$ cat config.mk
export PLATFORM = sky130hd
export DESIGN_NAME = wavelet_output_sequencer
export DESIGN_NICKNAME = d
export VERILOG_FILES = /design/src/rtl/wavelet_output_sequencer.sv
export SDC_FILE = /design/constraint.sdc
export NUM_CORES = 1
export LEC_CHECK = 0
export ABC_AREA = 1
export CAP_MARGIN = 40
export CORE_UTILIZATION = 45
export CTS_BUF_LIST = sky130_fd_sc_hd__clkbuf_4
export DETAILED_ROUTE_END_ITERATION = 8
export GPL_TIMING_DRIVEN = 0
export PLACE_DENSITY_LB_ADDON = 0.2
export SLEW_MARGIN = 20
export SYNTH_ARGS = -nofsm -noshare
export SYNTH_HDL_FRONTEND = slang
export SYNTH_SLANG_ARGS = --single-unit
$ cat constraint.sdc
create_clock -name clk -period 4.72 [get_ports clk]
set_clock_uncertainty 0.2 [all_clocks]
set_input_delay 0.944 -clock clk [delete_from_list [all_inputs] [get_ports clk]]
set_output_delay 0.944 -clock clk [all_outputs]
set_load 0.05 [all_outputs]
$ cat src/rtl/wavelet_output_sequencer.sv
`default_nettype none
// ============================================================================
//  Module   : wavelet_output_sequencer
//  Purpose  : Output stage for the wavelet filter bank. Selects one truncated
//             filter output per sample (fixed channel, round-robin scan with a
//             programmable dwell, or windowed signed peak-hold) and presents it
//             with a channel tag and a one-cycle valid strobe.
//  Revision : 1.0 - initial release
// ============================================================================
module wavelet_output_sequencer #(
  parameter int NUM_FILTERS    = 8,
  parameter int SUM_TRUNCATION = 8,
  parameter int SEL_WIDTH      = 3,
  parameter int DWELL_WIDTH    = 8
) (
  input  logic                                    clk,
  input  logic                                    rst,
  input  logic [NUM_FILTERS*SUM_TRUNCATION-1:0]   i_truncated_wavelet_out,
  input  logic                                    i_sample_valid,
  input  logic [1:0]                              i_mode,
  input  logic [SEL_WIDTH-1:0]                    i_select_output_channel,
  input  logic [DWELL_WIDTH-1:0]                  i_dwell,
  output logic [SUM_TRUNCATION-1:0]               o_multiplexed_wavelet_out,
  output logic [SEL_WIDTH-1:0]                    o_channel,
  output logic                                    o_valid
);

  localparam logic [1:0]                 C_MODE_SCAN = 2'b01;
  localparam logic [1:0]                 C_MODE_PEAK = 2'b10;
  localparam logic signed [SUM_TRUNCATION-1:0] C_PK_MIN =
    {1'b1, {(SUM_TRUNCATION-1){1'b0}}};
  localparam logic [SEL_WIDTH-1:0]       C_LAST_CH = SEL_WIDTH'(NUM_FILTERS - 1);

  // Unpacked view of the input bus, one signed word per channel
  logic signed [SUM_TRUNCATION-1:0] slices [NUM_FILTERS];

  for (genvar k = 0; k < NUM_FILTERS; k++) begin : g_unpack
    assign slices[k] = i_truncated_wavelet_out[k*SUM_TRUNCATION +: SUM_TRUNCATION];
  end

  // State and registered outputs
  logic [SEL_WIDTH-1:0]              ch_q, ch_d;
  logic [DWELL_WIDTH-1:0]            cnt_q, cnt_d;
  logic signed [SUM_TRUNCATION-1:0]  pk_q, pk_d;
  logic [1:0]                        prev_mode_q, prev_mode_d;
  logic [SEL_WIDTH-1:0]              prev_sel_q, prev_sel_d;
  logic [SUM_TRUNCATION-1:0]         out_q, out_d;
  logic [SEL_WIDTH-1:0]              chan_q, chan_d;
  logic                              valid_q, valid_d;

  // Decoded configuration and per-sample working values
  logic                              is_scan, is_peak;
  logic [SEL_WIDTH-1:0]              eff_sel;
  logic [DWELL_WIDTH-1:0]            eff_dwell;
  logic                              cfg_change;
  logic [SEL_WIDTH-1:0]              base_ch;
  logic [DWELL_WIDTH-1:0]            base_cnt;
  logic [DWELL_WIDTH:0]              cnt_inc;
  logic                              dwell_done;
  logic                              first_in_window;
  logic signed [SUM_TRUNCATION-1:0]  sel_slice, scan_slice, pk_new;

  // Sanitise live configuration and detect a change against the stored copy
  always_comb begin
    is_scan   = (i_mode == C_MODE_SCAN);
    is_peak   = (i_mode == C_MODE_PEAK);
    eff_sel   = '0;
    if (int'(i_select_output_channel) < NUM_FILTERS) eff_sel = i_select_output_channel;
    eff_dwell = (i_dwell == '0) ? DWELL_WIDTH'(1) : i_dwell;
    // Scan ignores the select input, so only mode changes restart it
    cfg_change = (i_mode != prev_mode_q) || (!is_scan && (eff_sel != prev_sel_q));
    base_ch    = cfg_change ? '0 : ch_q;
    base_cnt   = cfg_change ? '0 : cnt_q;
    cnt_inc    = {1'b0, base_cnt} + 1'b1;
    // >= so that shrinking the dwell mid-sequence ends it on the next sample
    dwell_done = (cnt_inc >= {1'b0, eff_dwell});
    first_in_window = (base_cnt == '0);
  end

  // Channel multiplexers for the selected channel and the scan pointer
  always_comb begin
    sel_slice  = slices[0];
    scan_slice = slices[0];
    for (int k = 0; k < NUM_FILTERS; k++) begin
      if (eff_sel == SEL_WIDTH'(k)) sel_slice  = slices[k];
      if (base_ch == SEL_WIDTH'(k)) scan_slice = slices[k];
    end
    pk_new = (first_in_window || (sel_slice > pk_q)) ? sel_slice : pk_q;
  end

  // Next-state logic for the sequencing state and the output word
  always_comb begin
    ch_d        = ch_q;
    cnt_d       = cnt_q;
    pk_d        = pk_q;
    out_d       = out_q;
    chan_d      = chan_q;
    valid_d     = 1'b0;
    prev_mode_d = i_mode;
    prev_sel_d  = eff_sel;
    if (i_sample_valid) begin
      if (is_scan) begin
        out_d   = scan_slice;
        chan_d  = base_ch;
        valid_d = 1'b1;
        pk_d    = C_PK_MIN;
        if (dwell_done) begin
          cnt_d = '0;
          ch_d  = (base_ch == C_LAST_CH) ? '0 : base_ch + 1'b1;
        end else begin
          cnt_d = cnt_inc[DWELL_WIDTH-1:0];
          ch_d  = base_ch;
        end
      end else if (is_peak) begin
        ch_d = '0;
        if (dwell_done) begin
          out_d   = pk_new;
          chan_d  = eff_sel;
          valid_d = 1'b1;
          cnt_d   = '0;
          pk_d    = C_PK_MIN;
        end else begin
          cnt_d = cnt_inc[DWELL_WIDTH-1:0];
          pk_d  = pk_new;
        end
      end else begin
        out_d   = sel_slice;
        chan_d  = eff_sel;
        valid_d = 1'b1;
        ch_d    = '0;
        cnt_d   = '0;
        pk_d    = C_PK_MIN;
      end
    end
  end

  // Register update with synchronous active-low reset
  always_ff @(posedge clk) begin
    if (!rst) begin
      ch_q        <= '0;
      cnt_q       <= '0;
      pk_q        <= C_PK_MIN;
      prev_mode_q <= 2'b00;
      prev_sel_q  <= '0;
      out_q       <= '0;
      chan_q      <= '0;
      valid_q     <= 1'b0;
    end else begin
      ch_q        <= ch_d;
      cnt_q       <= cnt_d;
      pk_q        <= pk_d;
      prev_mode_q <= prev_mode_d;
      prev_sel_q  <= prev_sel_d;
      out_q       <= out_d;
      chan_q      <= chan_d;
      valid_q     <= valid_d;
    end
  end

  assign o_multiplexed_wavelet_out = out_q;
  assign o_channel                 = chan_q;
  assign o_valid                   = valid_q;

endmodule
`default_nettype wire

==> impl_metrics.env <==
export IMPL_drive_above_1_share_pct=7.81
export IMPL_track_usage_pct=29.6
export IMPL_drv_slew=0
export IMPL_vias=4871
export IMPL_synth_distinct_cells=40
export IMPL_detail_route_antenna_nets=0
export IMPL_min_to="o_channel[2]"
export IMPL_synth_edff_count=0
export IMPL_path_cells="clkdlybuf4s50_1, inv_1, nor2_2, inv_2, nand2_4, nand2_4, nor2_2, ha_1, nand3_2, nor2_2, nand2_1, xnor2_2, ha_1, nand2_1, nor2_1, a31o_2, a21oi_2, nand2_2, nor2_2, nand3_1, a21oi_1"
export IMPL_cts_sinks=36
export IMPL_htree_levels=2
export IMPL_crit_required_ns=4.81
export IMPL_worst_path_most_repeated_cell="nor2_2"
export IMPL_syn_avg_cell_area_sq_um=5.55
export IMPL_core_area_sq_um=8380
export IMPL_ys_dominant_reg_cell="dfxtp_1"
export IMPL_synth_seq_area_share_pct=18.1
export IMPL_clk_pin_slew_worst_paths_ns=0.11
export IMPL_r2r_start="prev_mode_q[1]"
export IMPL_synth_top_area_share_pct=21.5
export IMPL_path_class="in2reg"
export IMPL_cp_slowest_cell="clkdlybuf4s50_1"
export IMPL_period_minus_slack_ns=4.42
export IMPL_placementRows=33
export IMPL_tightestPinTransition_ns=0.621
export IMPL_gp_congestion=0.946
export IMPL_syn_cell_area_sq_um=3990
export IMPL_vias_per_cell=5.27
export IMPL_antenna_cells=0
export IMPL_yosys_top_cells_area="nand2_1 (22%), dfxtp_1 (18%), inv_1 (11%), nand3_1 (10%), a21oi_1 (7.8%)"
export IMPL_cp_top_family="simple AND/OR/NAND/NOR gates"
export IMPL_ios=92
export IMPL_drc_errors=0
export IMPL_critPathLaunchType="input pin"
export IMPL_synth_cells=720
export IMPL_worst_hold_path_type="reg2reg"
export IMPL_grt_util_met1_pct=39.2
export IMPL_path_buf_inv=3
export IMPL_die_w_um=96.2
export IMPL_cpPeakStageDelay_ns=0.51
export IMPL_drt_iter0_markers=281
export IMPL_synthArstFlopShare_pct=0
export IMPL_use_met3_pct=3.40
export IMPL_ir_drop_v=0.000143
export IMPL_finalHoldViolCount=0
export IMPL_hp_start="o_channel[2]"
export IMPL_arrival_ns=4.52
export IMPL_p_leak_uw=0.00265
export IMPL_synth_top_area_cell="nand2_1"
export IMPL_status="finished clean"
export IMPL_powerDensity_nw_per_um2=167
export IMPL_yosysMostFrequentCell="nand2_1"
export IMPL_grt_pass1_vias=4484
export IMPL_rsz0062_at_grt="no"
export IMPL_slew_headroom_pct=58.4
export IMPL_synth_common_cells="nand2_1 (229), inv_1 (121), nand3_1 (83)"
export IMPL_r2r_cells=18
export IMPL_min_period_over_period_pct=93.7
export IMPL_grt_busiest_layer="met2"
export IMPL_routedWlPerCell_um=14.2
export IMPL_drt_pass1_iterations=7
export IMPL_clockBufferDepth=2
export IMPL_dp_hpwl_mm=10.4
export IMPL_cp_end_kind="flip-flop"
export IMPL_power_total_uw=858
export IMPL_whs_path_depth=2
export IMPL_grtUsageMet2_pct=50.3
export IMPL_die_height_um=96.2
export IMPL_yosysWarningCount=0
export IMPL_wl_mm=13.1
export IMPL_initial_core_util_pct=47.6
export IMPL_setup_tns_ns=0
export IMPL_grt_max_degree=12
export IMPL_grt_pass1_wl_mm=21.0
export IMPL_ys_ff_latch=36
export IMPL_worst_r2r_endpoint="cnt_q[6]"
export IMPL_cts_root_buf="clkbuf_4"
export IMPL_antenna_found_initial=0
export IMPL_area_growth_pct=28.4
export IMPL_r2r_setup_slack_ns=1.11
export IMPL_crit_path_max_fanout=8
export IMPL_cts_buffers_inserted=5
export IMPL_nNetsFinal=922
export IMPL_syn_num_nets=824
export IMPL_maxClockFrequency_ghz=0.226
export IMPL_maxCapViolCount=0
export IMPL_setup_violations=0
export IMPL_insertion_delay_ns=0.37
export IMPL_grt_ovfl_total=0
export IMPL_die_area_sq_um=9250
export IMPL_cts_tree="built"
export IMPL_numPortBuffers=89
-- worst max path at each step --
stage	depth (start not counted)	endpoint	from	slack, ns
6_report	21	cnt_q[6]	i_mode[0]	0.30
5_1_grt	21	cnt_q[5]	i_mode[0]	0.1
4_1_cts	24	pk_q[1]	i_select_output_channel[2]	0.08
3_5_place_dp	22	cnt_q[6]	i_select_output_channel[2]	-0.40
3_3_place_gp	22	cnt_q[5]	i_select_output_channel[2]	-0.38
2_1_floorplan	22	cnt_q[5]	i_select_output_channel[0]	0.73
-- state kept, by name, summed over array words and instances, names as in the netlist --
register,count
ch_q,3
o_valid,1
cnt_q,8
prev_mode_q,2
pk_q,8
o_channel,3
o_multiplexed_wavelet_out,8
prev_sel_q,3
-- layout make-up --
type                       instances  area (sq um)
clock buffer                       5          37.5
clock inverter                     3          13.8
fill                             837          3260
tap                              105           131
multi-input combinational        533          2710
inverter                         129           497
timing repair buffer              90           903
sequential                        36           721
buffer                            23           116
-- metrics by stage --
stage | hold WS, ns | instances | setup WS (ns) | cell area [sq um] | util [%]
4_1_cts | 0.274 | 922 | 0.0780 | 5070 | 60.5
6_report | 0.275 | 924 | 0.296 | 5130 | 61.2
2_1_floorplan | 0.244 | 720 | 0.729 | 3990 | -
5_1_grt | 0.290 | 924 | 0.0979 | 5130 | 61.2
3_3_place_gp | 0.254 | 914 | -0.383 | 5010 | 59.8
3_5_place_dp | 0.259 | 914 | -0.404 | 5010 | 59.8
-- cell families (layout without fill, tap and decap cells) --
family,count (synthesis),after routing,share of synthesized area [%]
buf+inv,152,250,15.1
xor+xnor,8,8,1.76
flops,36,36,18.1
compound gates,97,97,13.4
simple gates,403,404,44.2
fa+ha+maj,24,24,7.52
-- worst reg2reg max path: stages (launching register included) --
cell and delay (ns):
dfxtp_1 0.33, xor2_1 0.15, nor2_2 0.22, nand2_4 0.13, nor2_2 0.16, ha_1 0.22, nand3_2 0.11, nor2_2 0.15
nand2_1 0.10, xnor2_2 0.16, ha_1 0.35, nand2_1 0.09, nor2_1 0.05, a31o_2 0.20, a21oi_2 0.16, nand2_2 0.18
nor2_2 0.32, nand3_1 0.12, a21oi_1 0.15
-- layer usage --
metal	wire length, um	vias to the layer above
li1	-	2471
met1	5980	2212
met2	6160	168
met3	731	20
met4	263	0
met5	0	-
-- where the power goes --
group | leakage (uW) | switching, uW | internal, uW
Combinational | 0.00232 | 215 | 148
Sequential | 0.000295 | 6.79 | 317
Clock | 0.0000324 | 116 | 54.7
-- cells in the final DEF, fill, tap and decap left out, drive strengths merged --
cell             n
nand3           87
o21a             2
dfxtp           36
xnor2            5
o21ai           20
xor2             3
o2111ai          1
a211oi           1
a21oi           63
or2              7
nand4            4
clkinv           5
nor4             3
nor3             3
a31o             1
a221oi           2
ha              24
buf             13
nor2            63
clkbuf          16
a41o             1
clkdlybuf4s50   87
o221ai           1
nand3b           1
inv            125
clkinvlp         2
o31ai            1
dlymetal6s2s     2
nand2          236
o211ai           4
-- what timing repair did --
| action | in CTS | in global routing |
|---|---|---|
| hold buffers | 0 | 0 |
| endpoints found under the setup margin | 10 | 31 |
| pin swaps | 0 | 2 |
| gates cloned | 0 | 1 |
| buffers inserted | 0 | 1 |
| gates resized for setup | 1 | 13 |
No activity file was read; power rests on OpenSTA's default activity.
